### src/rtl/alu_arbiter.sv
// ---------------------------------------------------------------------------
// alu_arbiter
//
// Shares one combinational 64-bit ALU between two requesters: the execute
// stage (requester 0) and the branch/address unit (requester 1). One
// operation is in flight at a time. In IDLE a grant is chosen and the
// granted requester's operands are steered onto the ALU. On the accept edge
// the ALU result and carry-out are registered into a response that is held
// until the owning requester accepts it.
//
// Configuration macro:
//   ALU_ARB_RR_EN  defined   -> round-robin between the two requesters
//                  undefined -> fixed priority, requester 0 always wins
//
// Ports:
//   clk, reset            rising-edge clock, synchronous active-high reset
//   req_valid/req_ready   per-requester request handshake (bit i = req i)
//   req_a0/b0/op0         requester 0 operands and ALUop
//   req_a1/b1/op1         requester 1 operands and ALUop
//   resp_valid/resp_ready per-requester response handshake (one-hot valid)
//   resp_result           registered ALU result (shared)
//   resp_carryout         registered ALU carry-out
//   alu_a/b/op/carryin    drive the external ALU
//   alu_result/carryout   combinational ALU outputs
// ---------------------------------------------------------------------------
module alu_arbiter #(
    parameter int WIDTH = 64
) (
    input  logic             clk,
    input  logic             reset,
    input  logic [1:0]       req_valid,
    output logic [1:0]       req_ready,
    input  logic [WIDTH-1:0] req_a0,
    input  logic [WIDTH-1:0] req_b0,
    input  logic [3:0]       req_op0,
    input  logic [WIDTH-1:0] req_a1,
    input  logic [WIDTH-1:0] req_b1,
    input  logic [3:0]       req_op1,
    output logic [1:0]       resp_valid,
    input  logic [1:0]       resp_ready,
    output logic [WIDTH-1:0] resp_result,
    output logic             resp_carryout,
    output logic [WIDTH-1:0] alu_a,
    output logic [WIDTH-1:0] alu_b,
    output logic [3:0]       alu_op,
    output logic             alu_carryin,
    input  logic [WIDTH-1:0] alu_result,
    input  logic             alu_carryout
);

    typedef enum logic {
        IDLE = 1'b0,
        RESP = 1'b1
    } state_t;

    state_t           state_q;
    state_t           state_d;
    logic             grant_vld;
    logic             grant_idx;
    logic             accept;
    logic             owner_p1;
    logic [1:0]       vld_p1;
    logic [WIDTH-1:0] result_p1;
    logic             carry_p1;

    function automatic logic [1:0] onehot(input logic idx);
        return idx ? 2'b10 : 2'b01;
    endfunction

    // ---- stage p0: arbitration and ALU operand steering (combinational) ----
`ifdef ALU_ARB_RR_EN
    // Requester that won the most recent accept; reset to 1 so requester 0
    // has first priority.
    logic last_grant_q;

    always_comb begin
        grant_idx = req_valid[1];
        if (req_valid == 2'b11) begin
            grant_idx = ~last_grant_q;
        end
    end

    always_ff @(posedge clk) begin
        if (reset) begin
            last_grant_q <= 1'b1;
        end else if (accept) begin
            last_grant_q <= grant_idx;
        end
    end
`else
    // Requester 0 wins whenever it is valid.
    always_comb begin
        grant_idx = ~req_valid[0];
    end
`endif

    always_comb begin
        grant_vld = (state_q == IDLE) && (req_valid != 2'b00);
        req_ready = grant_vld ? onehot(grant_idx) : 2'b00;
        accept    = grant_vld;

        alu_a  = '0;
        alu_b  = '0;
        alu_op = '0;
        if (grant_vld) begin
            if (grant_idx) begin
                alu_a  = req_a1;
                alu_b  = req_b1;
                alu_op = req_op1;
            end else begin
                alu_a  = req_a0;
                alu_b  = req_b0;
                alu_op = req_op0;
            end
        end
        // Inverting b implies the +1 that turns ~b into -b, so a - b is op 0110.
        alu_carryin = alu_op[2];
    end

    always_comb begin
        state_d = state_q;
        case (state_q)
            IDLE: if (accept) state_d = RESP;
            RESP: if (resp_ready[owner_p1]) state_d = IDLE;
            default: state_d = IDLE;
        endcase
    end

    // ---- stage p1: registered response held until owner accepts ----
    always_ff @(posedge clk) begin
        if (reset) begin
            state_q   <= IDLE;
            owner_p1  <= 1'b0;
            vld_p1    <= 2'b00;
            result_p1 <= '0;
            carry_p1  <= 1'b0;
        end else begin
            state_q <= state_d;
            if (accept) begin
                owner_p1  <= grant_idx;
                vld_p1    <= onehot(grant_idx);
                result_p1 <= alu_result;
                carry_p1  <= alu_carryout;
            end else if ((state_q == RESP) && resp_ready[owner_p1]) begin
                vld_p1 <= 2'b00;
            end
        end
    end

    assign resp_valid    = vld_p1;
    assign resp_result   = result_p1;
    assign resp_carryout = carry_p1;

endmodule

### config.mk
export PLATFORM = sky130hd
export DESIGN_NAME = alu_arbiter
export DESIGN_NICKNAME = d
export VERILOG_FILES = /design/src/rtl/alu_arbiter.sv
export SDC_FILE = /design/constraint.sdc
export NUM_CORES = 1
export LEC_CHECK = 0
export CORE_AREA = 10 10 203 205
export CTS_BUF_LIST = sky130_fd_sc_hd__clkbuf_8
export CTS_CLUSTER_DIAMETER = 200
export DETAILED_ROUTE_END_ITERATION = 16
export DIE_AREA = 0 0 213 215
export GPL_ROUTABILITY_DRIVEN = 0
export PLACE_DENSITY_LB_ADDON = 0.25
export SLEW_MARGIN = 15
export SYNTH_ARGS = -nofsm -noshare
export SYNTH_HDL_FRONTEND = slang
export SYNTH_SLANG_ARGS = --single-unit
### constraint.sdc
create_clock -name clk -period 1.7 [get_ports clk]
set_clock_uncertainty 0.2 [all_clocks]
set_input_delay 0.255 -clock clk [delete_from_list [all_inputs] [get_ports clk]]
set_output_delay 0.255 -clock clk [all_outputs]
set_load 0.01 [all_outputs]
==> impl_results.md, run 1 <==
* Dpl cell area at 0.0107 mm^2
* Synth Warn # at 0
* Crit path largest cell delay at 360 ps
* Max Slew Vio Count at 0
* Worst-path cell chain: o21bai_4 -> buf_12 -> buf_4 -> nor2_1 -> buf_2
* Final wirelength at 36800 um
* Endpoint class of the critical path: primary output
* Worst skew pair latency at 350 ps
* Crit path DAT at 1560 ps
* I/O pin count at 537
* Setup Viol. Count Final at 134
* Reg clk slew, reported paths at 100 ps
* Worst-path fanout max at 9
* Cell taking the most area after synthesis: dfxtp_1
* Crit start category: flop
* Core Area at 0.0372 mm^2
* Failing checks: negative setup slack
* Routed length per placed instance at 22.3 um
* DRT Pass-1 Iters at 4
* Outcome: finished with violations
* Max VDD drop at 605 uV
* Hold WC Path Type: primary input to flop
* Vias in the first global route at 6332
* Gate Count Post-Synth at 600
* CTS tree: done
* Via density at 3.90
* Setup CP Type: flop to primary output
* # clock sinks at 69
* Starting Density at 12.1%
* Most frequent cell after synthesis: nor2_1
* Num rows at 71
* Max-Cap Viols at 0
* Most common flop cell mapped by yosys: dfxtp_1
* Final worst setup slack at -311 ps
* 1st-iter DRT viols at 273
* DRT antenna net count at 0
* Die W at 213 um
* Full die area at 0.0458 mm^2
* Ranking of synthesized cells by area: dfxtp_1 31%, mux2i_1 30%, nor2_1 11%, nand2_1 11%, a21oi_1 7.5%
* Largest net degree at the start of global routing at 41
* Seq cells post-synth at 69
* CP max-delay cell: dfxtp_4
* Synth unique cells at 18
* Static Leak at 5.67 nW
* Global route overflow at 0
* Gr usage total at 14.6%
* Port bufs at 536
* Power Dens Cells at 629 mW/mm^2
* Top cell type's share of synthesized area at 30.7%
* Final count of hold timing violations at 0
* Clock root buffer: clkbuf_8
* DP Wirelength at 31000 um
* # nets final at 1495
* Post-layout util at 29.4%
* Avg Inst Size Synth at 7.50 um^2
* FFs w/ async S/R, synth at 0%
* Syn nets at 935
* Synth Cell Area at 0.00450 mm^2
* Final Cycle Share at 118%
* Vias at 6417
* Layout cells sized above 1 at 23.9%
* Post-route cell area at 0.0110 mm^2
* Synth top cells by count: 135 x nor2_1, 133 x mux2i_1, 130 x nand2_1
* Clock buffer depth at 2
* Min Tclk post-route at 2010 ps
* EDFF count, synth at 0
* RSZ-0062 raised after global routing: true
* # fillers at 4038
* Initial antenna violation count at 12
* Slew headroom at 74.6%
* Slew @ Worst Pin at 370 ps
* Register area share after synthesis at 30.7%
* Post-route DRC at 0
* CTS HTree Levels at 3
* First-pass GRT wire length at 48700 um
* Req. time, crit path at 1240 ps
* Max Fclk at 497 MHz
* TritonCTS buffer count at 9
* Area growth syn-to-layout at 143%
* Die Span Y at 215 um
-- registers in the layout, indices dropped and copies added (netlist names) --
signal / count
state_q: 1
resp_valid: 2
owner_p1: 1
resp_result: 64
resp_carryout: 1
-- repair_timing --
item	CTS	global route
setup buffers	0	1
hold endpoints to repair	1	0
cloned	0	4
gates resized for setup	490	220
hold buffers	1	0
pin swaps	0	7
setup endpoints to repair	266	247
-- critical path, delay by kind of cell (launching register included) --
kind	cells	cell delay [ps]
AO/OA/AOI/OAI	1	200
flip-flops	1	360
buffers and inverters	3	510
AND/OR/NAND/NOR	1	120
-- routing by layer --
| layer | routed length [um] | track usage (%) |
|---|---|---|
| met5 | 0 | 0 |
| met1 | 13300 | 15.3 |
| met3 | 3790 | 5.62 |
| met2 | 19200 | 26.6 |
| met4 | 477 | 3.57 |
-- worst paths after layout --
check        slack [ps]              end             from  depth (start not counted)
min                 220  resp_result[54]   alu_result[54]                          3
max                -310         alu_a[0]          state_q                          5
max reg2reg         150  resp_result[37]          state_q                          5
min reg2reg         250  resp_result[62]  resp_result[62]                          2
-- through the flow --
step	TNS, ps	hold WS [ps]	instances	worst slack, ps	power [mW]
6_report	-33730	218	1646	-311	6.89
2_1_floorplan	0	191	600	51.4	3.00
5_1_grt	-45040	211	1646	-382	7.30
3_5_place_dp	-114450	246	1618	-719	5.16
3_3_place_gp	-110360	241	1618	-679	5.16
4_1_cts	-44420	191	1635	-386	6.86
-- kinds of logic after synthesis --
group | share of synthesized area [%]
AND/OR/NAND/NOR | 22.9
flip-flops | 30.7
buffers and inverters | 8.54
multiplexers | 29.6
AO/OA/AOI/OAI | 8.26
-- layout by cell type (no fill, tap or decap), types with 2 or more instances in the layout --
cell and count:
buf_6 24, dlymetal6s2s_1 60, a21oi_1 67, clkbuf_8 9, o21ai_0 3, buf_4 54
clkbuf_16 3, nand2_1 130, mux2i_1 133, clkbuf_2 9, buf_16 2, inv_6 2
nor2_4 17, bufinv_16 4, buf_12 9, nor3_1 2, nor2_1 79, diode_2 7
dfxtp_1 68, dlygate4sd2_1 9, clkdlybuf4s15_2 3, nor2_2 39, buf_2 97, clkdlybuf4s50_1 331
-- power breakdown --
| part | leakage [nW] | internal, mW | switching [mW] |
|---|---|---|---|
| Clock | 0.130 | 1.13 | 0.729 |
| Combinational | 4.97 | 1.75 | 1.47 |
| Sequential | 0.570 | 1.75 | 0.0628 |
| Total | 5.67 | 4.63 | 2.26 |
-- final cells by class --
type	count	area [um^2]	share of cell area, %
repair buffers	603	5720	52.2
multi-input cells	476	2970	27.1
flip-flops and latches	69	1390	12.6
well taps	474	593	5.41
clock inverters	7	145	1.32
clock buffers	9	124	1.13
diodes	7	17.5	0.160
inverters	1	3.75	0.0343
No activity file was read; power rests on OpenSTA's default activity.
==> run 2, diff against run 1 <==
--- a/config.mk
+++ b/config.mk
@@ -6,11 +6,12 @@
 export NUM_CORES = 1
 export LEC_CHECK = 0
 export CORE_AREA = 10 10 203 205
-export CTS_BUF_LIST = sky130_fd_sc_hd__clkbuf_8
+export CTS_BUF_LIST = sky130_fd_sc_hd__clkbuf_4
 export CTS_CLUSTER_DIAMETER = 200
 export DETAILED_ROUTE_END_ITERATION = 16
 export DIE_AREA = 0 0 213 215
 export GPL_ROUTABILITY_DRIVEN = 0
+export GPL_TIMING_DRIVEN = 0
 export PLACE_DENSITY_LB_ADDON = 0.25
 export SLEW_MARGIN = 15
 export SYNTH_ARGS = -nofsm -noshare
==> run 2 against run 1 <==
Compared with the run above: the run still ends with negative setup slack left; flip-flop and latch count is the same; clock-buffer cell count stayed put; combinational power up 13%; total power decreased by 4.1%; first-iteration DRC count decreased by 22%; fmax decreased by 6.9%; critical path depth increased by 1; non-clock buffer count did not move.
==> impl_results.md, run 2 (synthesis results as in run 1) <==
* Largest net degree at the start of global routing at 14 (-66%)
* DP Worst Slack at -1120 ps (-399 ps)
* Min Tclk post-route at 2160 ps (+149 ps)
* Final hold slack at 103 ps (-114 ps)
* Post-route cell area at 0.0112 mm^2 (+2.7%)
* DP Wirelength at 32300 um (+4.4%)
* Sw frac at 36.7% (+4.0 points)
* Slew @ Worst Pin at 533 ps (+163 ps)
* Commonest non-fill, non-tap cell in the layout: clkdlybuf4s50_1
* Wire length on met3 at 3810 um (+0.53%)
* Failing checks: negative setup slack
* Die W at 213 um (unchanged)
* Final Cycle Share at 127% (+8.8 points)
* Hold WC Path Type: primary input to flop
* Full die area at 0.0458 mm^2 (unchanged)
* Post-route DRC at 0 (unchanged)
* Static Leak at 4.98 nW (-12%)
* DRT Pass-1 Iters at 4 (unchanged)
* Clock Power Share at 17.6% (-9.4 points)
* Multi-input logic area at 0.00326 mm^2 (+9.7%)
* CTS HTree Levels at 3 (unchanged)
* # clock sinks at 69 (unchanged)
* I/O pin count at 537 (unchanged)
* Comb pwr share at 54.9% (+8.2 points)
* Starting Density at 12.1% (unchanged)
* Final worst setup slack at -460 ps (-149 ps)
* Clock buffer depth at 2 (unchanged)
* Area growth syn-to-layout at 150%
* Routed length on met1 at 13700 um (+2.7%)
* Max Slew Vio Count at 0 (unchanged)
* Setup Viol. Count Final at 134 (unchanged)
* Gr usage total at 15.5% (+0.91 points)
* Req. time, crit path at 1240 ps (about the same)
* TritonCTS buffer count at 9 (unchanged)
* DRT antenna net count at 0 (unchanged)
* Via density at 3.88 (-0.43%)
* Setup CP Type: flop to primary output
* Max Used Layer: met5
* Core Area at 0.0372 mm^2 (unchanged)
* 1st-iter DRT viols at 212 (-22%)
* Max Fclk at 463 MHz (-6.9%)
* Dpl cell area at 0.0104 mm^2 (-2.2%)
* Layout cells sized above 1 at 27.0% (+3.1 points)
* Final count of hold timing violations at 0 (unchanged)
* Clock root buffer: clkbuf_4
* Most frequent cells in the layout: 332 x clkdlybuf4s50_1, 132 x mux2i_1, 130 x nand2_1
* Endpoint class of the critical path: primary output
* Power Dens Cells at 588 mW/mm^2 (-6.6%)
* Psw at 2.43 mW (+7.5%)
* Max VDD drop at 448 uV (-26%)
* Vias in the first global route at 6514 (+2.9%)
* Outcome: finished with violations
* Die Span Y at 215 um (unchanged)
* Internal power at 4.18 mW (-9.7%)
* Num rows at 71 (unchanged)
* Max-Cap Viols at 0 (unchanged)
* Crit start category: flop
* First-pass GRT wire length at 50900 um (+4.5%)
* Final wirelength at 38200 um (+3.9%)
* Initial antenna violation count at 15 (+3)
* Flop pwr share at 27.5% (+1.2 points)
* Worst skew pair latency at 430 ps (+80 ps)
* RSZ-0062 raised after global routing: true
* Worst-path fanout max at 10 (+1)
* Routed length per placed instance at 23.2 um (+3.8%)
* Global route overflow at 0 (unchanged)
* Crit path DAT at 1710 ps (+150 ps)
* Slew headroom at 64.5% (-10 points)
* Area occupied by registers at 0.00139 mm^2 (unchanged)
* # fillers at 4017 (-0.52%)
* # nets final at 1495 (unchanged)
* Port bufs at 534 (-0.37%)
* Max reg flops at 64 (unchanged)
* Vias at 6401 (-0.25%)
* CTS tree: done
* Reg clk slew, reported paths at 150 ps (+50 ps)
* Met2 WL at 19800 um (+3.4%)
## run 2: cell count changes in the layout (fill, tap and decap cells not counted), sizes merged, moves of 2 or more
| cell | change |
|---|---|
| dlymetal6s2s | -60 |
| dlygate4sd2 | +56 |
| clkdlybuf4s15 | +6 |
| bufinv | -3 |
| diode | +3 |
| buf | -2 |
| clkinv | +2 |
| clkinvlp | +2 |
## run 2: per-stage QoR
step	power (mW)	utilization (%)	instances	setup TNS, ps
CTS	6.42	28.5	1636	-62730
floorplan	3.00	-	600	0
global route	7.03	30.2	1647	-69800
finish	6.61	30.2	1649	-54300
detailed placement	5.13	28.0	1608	-124780
global placement	5.13	28.0	1608	-125720
## run 2: routing by layer
metal | vias to the layer above | global-route usage [%]
met2 | 309 | 28.0
met3 | 33 | 6.49
met1 | 2957 | 15.5
met5 | - | 0
met4 | 2 | 5.67
li1 | 3100 | -
## run 2: final timing paths
kind | end | cells past startpoint | slack (ps) | startpoint
setup / recovery | alu_a[45] | 6 | -460 | state_q
hold / removal | resp_valid[1] | 4 | 100 | reset
setup reg to reg | resp_result[22] | 6 | 80 | state_q
hold reg to reg | resp_result[54] | 2 | 260 | resp_result[54]
## run 2: cell type report
cell class                      instances  share of cell area [%]
Antenna cell                           10                   0.222
Buffer                                 53                    4.84
Clock buffer                            9                   0.601
Clock inverter                          7                   0.667
Inverter                                1                  0.0334
Multi-Input combinational cell        476                    29.0
Sequential cell                        69                    12.3
Tap cell                              474                    5.27
Timing Repair Buffer                  550                    47.1
## run 2: power by group through the flow
| stage | clock network [mW] | logic (mW) | registers (mW) |
|---|---|---|---|
| floorplan | 0 | 1.09 | 1.92 |
| global placement | 0 | 3.27 | 1.85 |
| detailed placement | 0 | 3.27 | 1.86 |
| CTS | 1.25 | 3.35 | 1.82 |
| global route | 1.31 | 3.88 | 1.84 |
| finish | 1.17 | 3.63 | 1.82 |
## run 2: worst max-delay path, stage by stage (launching register included)
cell	delay, ps
dfxtp_4	370
o21bai_4	170
buf_12	150
buf_12	150
buf_6	160
nor2_2	130
buf_6	130
## run 2: timing repair
item | in CTS | in global routing
pin swaps | 35 | 11
endpoints found under the hold margin | 1 | 0
buffers inserted | 7 | 3
cloned | 5 | 2
setup endpoints to repair | 202 | 196
gates resized for setup | 756 | 147
hold buffers | 1 | 0
==> run 3, diff against run 2 <==
--- a/config.mk
+++ b/config.mk
@@ -5,11 +5,11 @@
 export SDC_FILE = /design/constraint.sdc
 export NUM_CORES = 1
 export LEC_CHECK = 0
-export CORE_AREA = 10 10 203 205
+export CORE_AREA = 10 10 202 204
 export CTS_BUF_LIST = sky130_fd_sc_hd__clkbuf_4
 export CTS_CLUSTER_DIAMETER = 200
 export DETAILED_ROUTE_END_ITERATION = 16
-export DIE_AREA = 0 0 213 215
+export DIE_AREA = 0 0 212 214
 export GPL_ROUTABILITY_DRIVEN = 0
 export GPL_TIMING_DRIVEN = 0
 export PLACE_DENSITY_LB_ADDON = 0.25
==> constraint.sdc (replaced) <==
create_clock -name clk -period 2.7 [get_ports clk]
set_clock_uncertainty 0.2 [all_clocks]
set_input_delay 0.405 -clock clk [delete_from_list [all_inputs] [get_ports clk]]
set_output_delay 0.405 -clock clk [all_outputs]
set_load 0.01 [all_outputs]
==> run 3 against run 2 <==
Compared with the run above: the run now ends clean; die area down 0.93%; clock-buffer cell count rose by 1; utilization down 1.9 points; total power is 42% lower; via count fell by 3.3%; first-iteration DRC count up 24%; non-clock buffer count is 13 lower; largest power group unchanged; clock power down 32%; highest routed layer unchanged; largest cell class unchanged.
==> impl_results.md, run 3 (synthesis results as in run 1) <==
* Max Fclk at 386 MHz
* # nets final at 1482 (-0.87%)
* Area growth syn-to-layout at 134%
* First-pass GRT wire length at 48900 um (-3.9%)
* # clock sinks at 69 (unchanged)
* Comb pwr share at 49.3% (-5.6 points)
* RSZ-0062 raised after global routing: false
* DP Worst Slack at -399 ps (+719 ps)
* Slew @ Worst Pin at 509 ps (-23.1 ps)
* Die W at 212 um (-0.47%)
* Setup CP Type: flop to primary output
* I/O pin count at 537 (unchanged)
* Worst skew pair latency at 430 ps (about the same)
* Sw frac at 34.1% (-2.6 points)
* Static Leak at 4.73 nW (-5.2%)
* Setup Viol. Count Final at 0 (-100%)
* Die Span Y at 214 um (-0.47%)
* Crit path DAT at 1990 ps (+280 ps)
* Slew headroom at 66.0% (+1.5 points)
* Final worst setup slack at 110 ps (+570 ps)
* Final wirelength at 36200 um (-5.3%)
* Commonest non-fill, non-tap cell in the layout: clkdlybuf4s50_1
* Clock buffer depth at 2 (unchanged)
* Crit start category: flop
* Dpl cell area at 0.0104 mm^2 (unchanged)
* Num rows at 71 (unchanged)
* Req. time, crit path at 2100 ps (+860 ps)
* Reg clk slew, reported paths at 130 ps (-20 ps)
* Port bufs at 534 (unchanged)
* Final Cycle Share at 95.9%
* CTS tree: done
* Clock root buffer: clkbuf_4
* Routed length per placed instance at 22.2 um (-4.2%)
* Max VDD drop at 230 uV (-49%)
* Psw at 1.31 mW (-46%)
* Vias at 6187 (-3.3%)
* Power Dens Cells at 366 mW/mm^2 (-38%)
* Gr usage total at 14.9% (-0.60 points)
* Max reg flops at 64 (unchanged)
* Most frequent cells in the layout: 404 x clkdlybuf4s50_1, 133 x mux2i_1, 130 x nand2_1
* Via density at 3.80 (-2.2%)
* Largest net degree at the start of global routing at 13 (-1)
* Vias in the first global route at 6138 (-5.8%)
* Hold WC Path Type: primary input to flop
* Outcome: completed
* Initial antenna violation count at 9 (-6)
* Global route overflow at 0 (unchanged)
* 1st-iter DRT viols at 262 (+24%)
* CTS HTree Levels at 3 (unchanged)
* DRT antenna net count at 0 (unchanged)
* Post-route cell area at 0.0105 mm^2 (-6.6%)
* Max Slew Vio Count at 0 (unchanged)
* Core Area at 0.0370 mm^2 (-0.48%)
* Layout cells sized above 1 at 6.68% (-20 points)
* Clock Power Share at 20.8% (+3.2 points)
* Flop pwr share at 29.9% (+2.4 points)
* Internal power at 2.53 mW (-39%)
* Post-route DRC at 0 (unchanged)
* Worst-path fanout max at 10 (unchanged)
* Endpoint class of the critical path: primary output
* Min Tclk post-route at 2590 ps
* Starting Density at 12.1% (+0.058 points)
* Full die area at 0.0454 mm^2 (-0.93%)
* DP Wirelength at 31600 um (-2.2%)
* Max-Cap Viols at 0 (unchanged)
* TritonCTS buffer count at 9 (unchanged)
* DRT Pass-1 Iters at 4 (unchanged)
* Final count of hold timing violations at 0 (unchanged)
-- run 3: cell types whose count changed in the layout (fill, tap and decap cells not counted), moves of 3 or more --
cell	change
dlymetal6s2s_1	+3
buf_2	-62
nor2_1	+90
buf_4	+8
nor2_2	-38
buf_6	-65
buf_12	-10
clkdlybuf4s50_1	+72
buf_16	-6
nor2_4	-52
clkdlybuf4s15_2	-6
diode_2	-6
dlygate4sd2_1	+57
clkinvlp_4	-3
-- run 3: final cells by class --
class	count	area (um^2)
Sequential cell	69	1380
Tap cell	474	593
Clock buffer	10	75.1
Timing Repair Buffer	536	5220
Antenna cell	4	10.0
Clock inverter	6	87.6
Fill cell	4114	26500
Inverter	1	3.75
Buffer	54	387
Multi-Input combinational cell	476	2750
-- run 3: path summary, 6_finish.rpt --
kind         slack, ps  cells after the start              to           start
max reg2reg       1150                      5  resp_result[9]         state_q
max                110                      5       alu_op[1]         state_q
min reg2reg        260                      2  resp_result[1]  resp_result[1]
min                200                      3   resp_valid[1]           reset
-- run 3: what timing repair did --
| item | CTS | global route |
|---|---|---|
| setup buffers | 2 | 0 |
| endpoints found under the setup margin | 134 | 6 |
| resized for setup | 140 | 6 |
| hold buffers | 0 | 0 |
| endpoints found under the hold margin | 0 | 0 |
-- run 3: through the flow --
| step | util, % | cells | power [mW] | TNS [ps] | hold WS [ps] |
|---|---|---|---|---|---|
| finish | 28.4 | 1630 | 3.84 | 0 | 202 |
| detailed placement | 28.2 | 1608 | 3.23 | -24360 | 246 |
| global route | 28.4 | 1629 | 4.08 | 0 | 220 |
| CTS | 28.3 | 1626 | 3.93 | -0.568 | 177 |
| floorplan | - | 600 | 1.89 | 0 | 281 |
| global placement | 28.2 | 1608 | 3.22 | -22470 | 242 |
-- run 3: power groups by stage --
stage	Sequential (mW)	Combinational, mW	Clock [mW]
final	1.15	1.90	0.799
after global routing	1.16	2.05	0.870
after CTS	1.15	1.94	0.842
after detailed placement	1.17	2.06	0
after global placement	1.17	2.06	0
after floorplan	1.21	0.686	0
-- run 3: per-layer routing --
metal	vias to the layer above	routed length (um)	part of all wire, %	track usage [%]
li1	3070	-	-	-
met1	2803	13500	37	15.8
met2	287	18600	51	27.2
met3	23	3880	11	5.93
met4	4	236	0.65	2.71
met5	-	29	0.080	0
-- run 3: critical path, stage by stage, from the launching register on --
cell and delay [ps]:
dfxtp_2 370, o21bai_2 190, buf_6 140, buf_4 180
nor2_1 120, clkdlybuf4s50_1 540
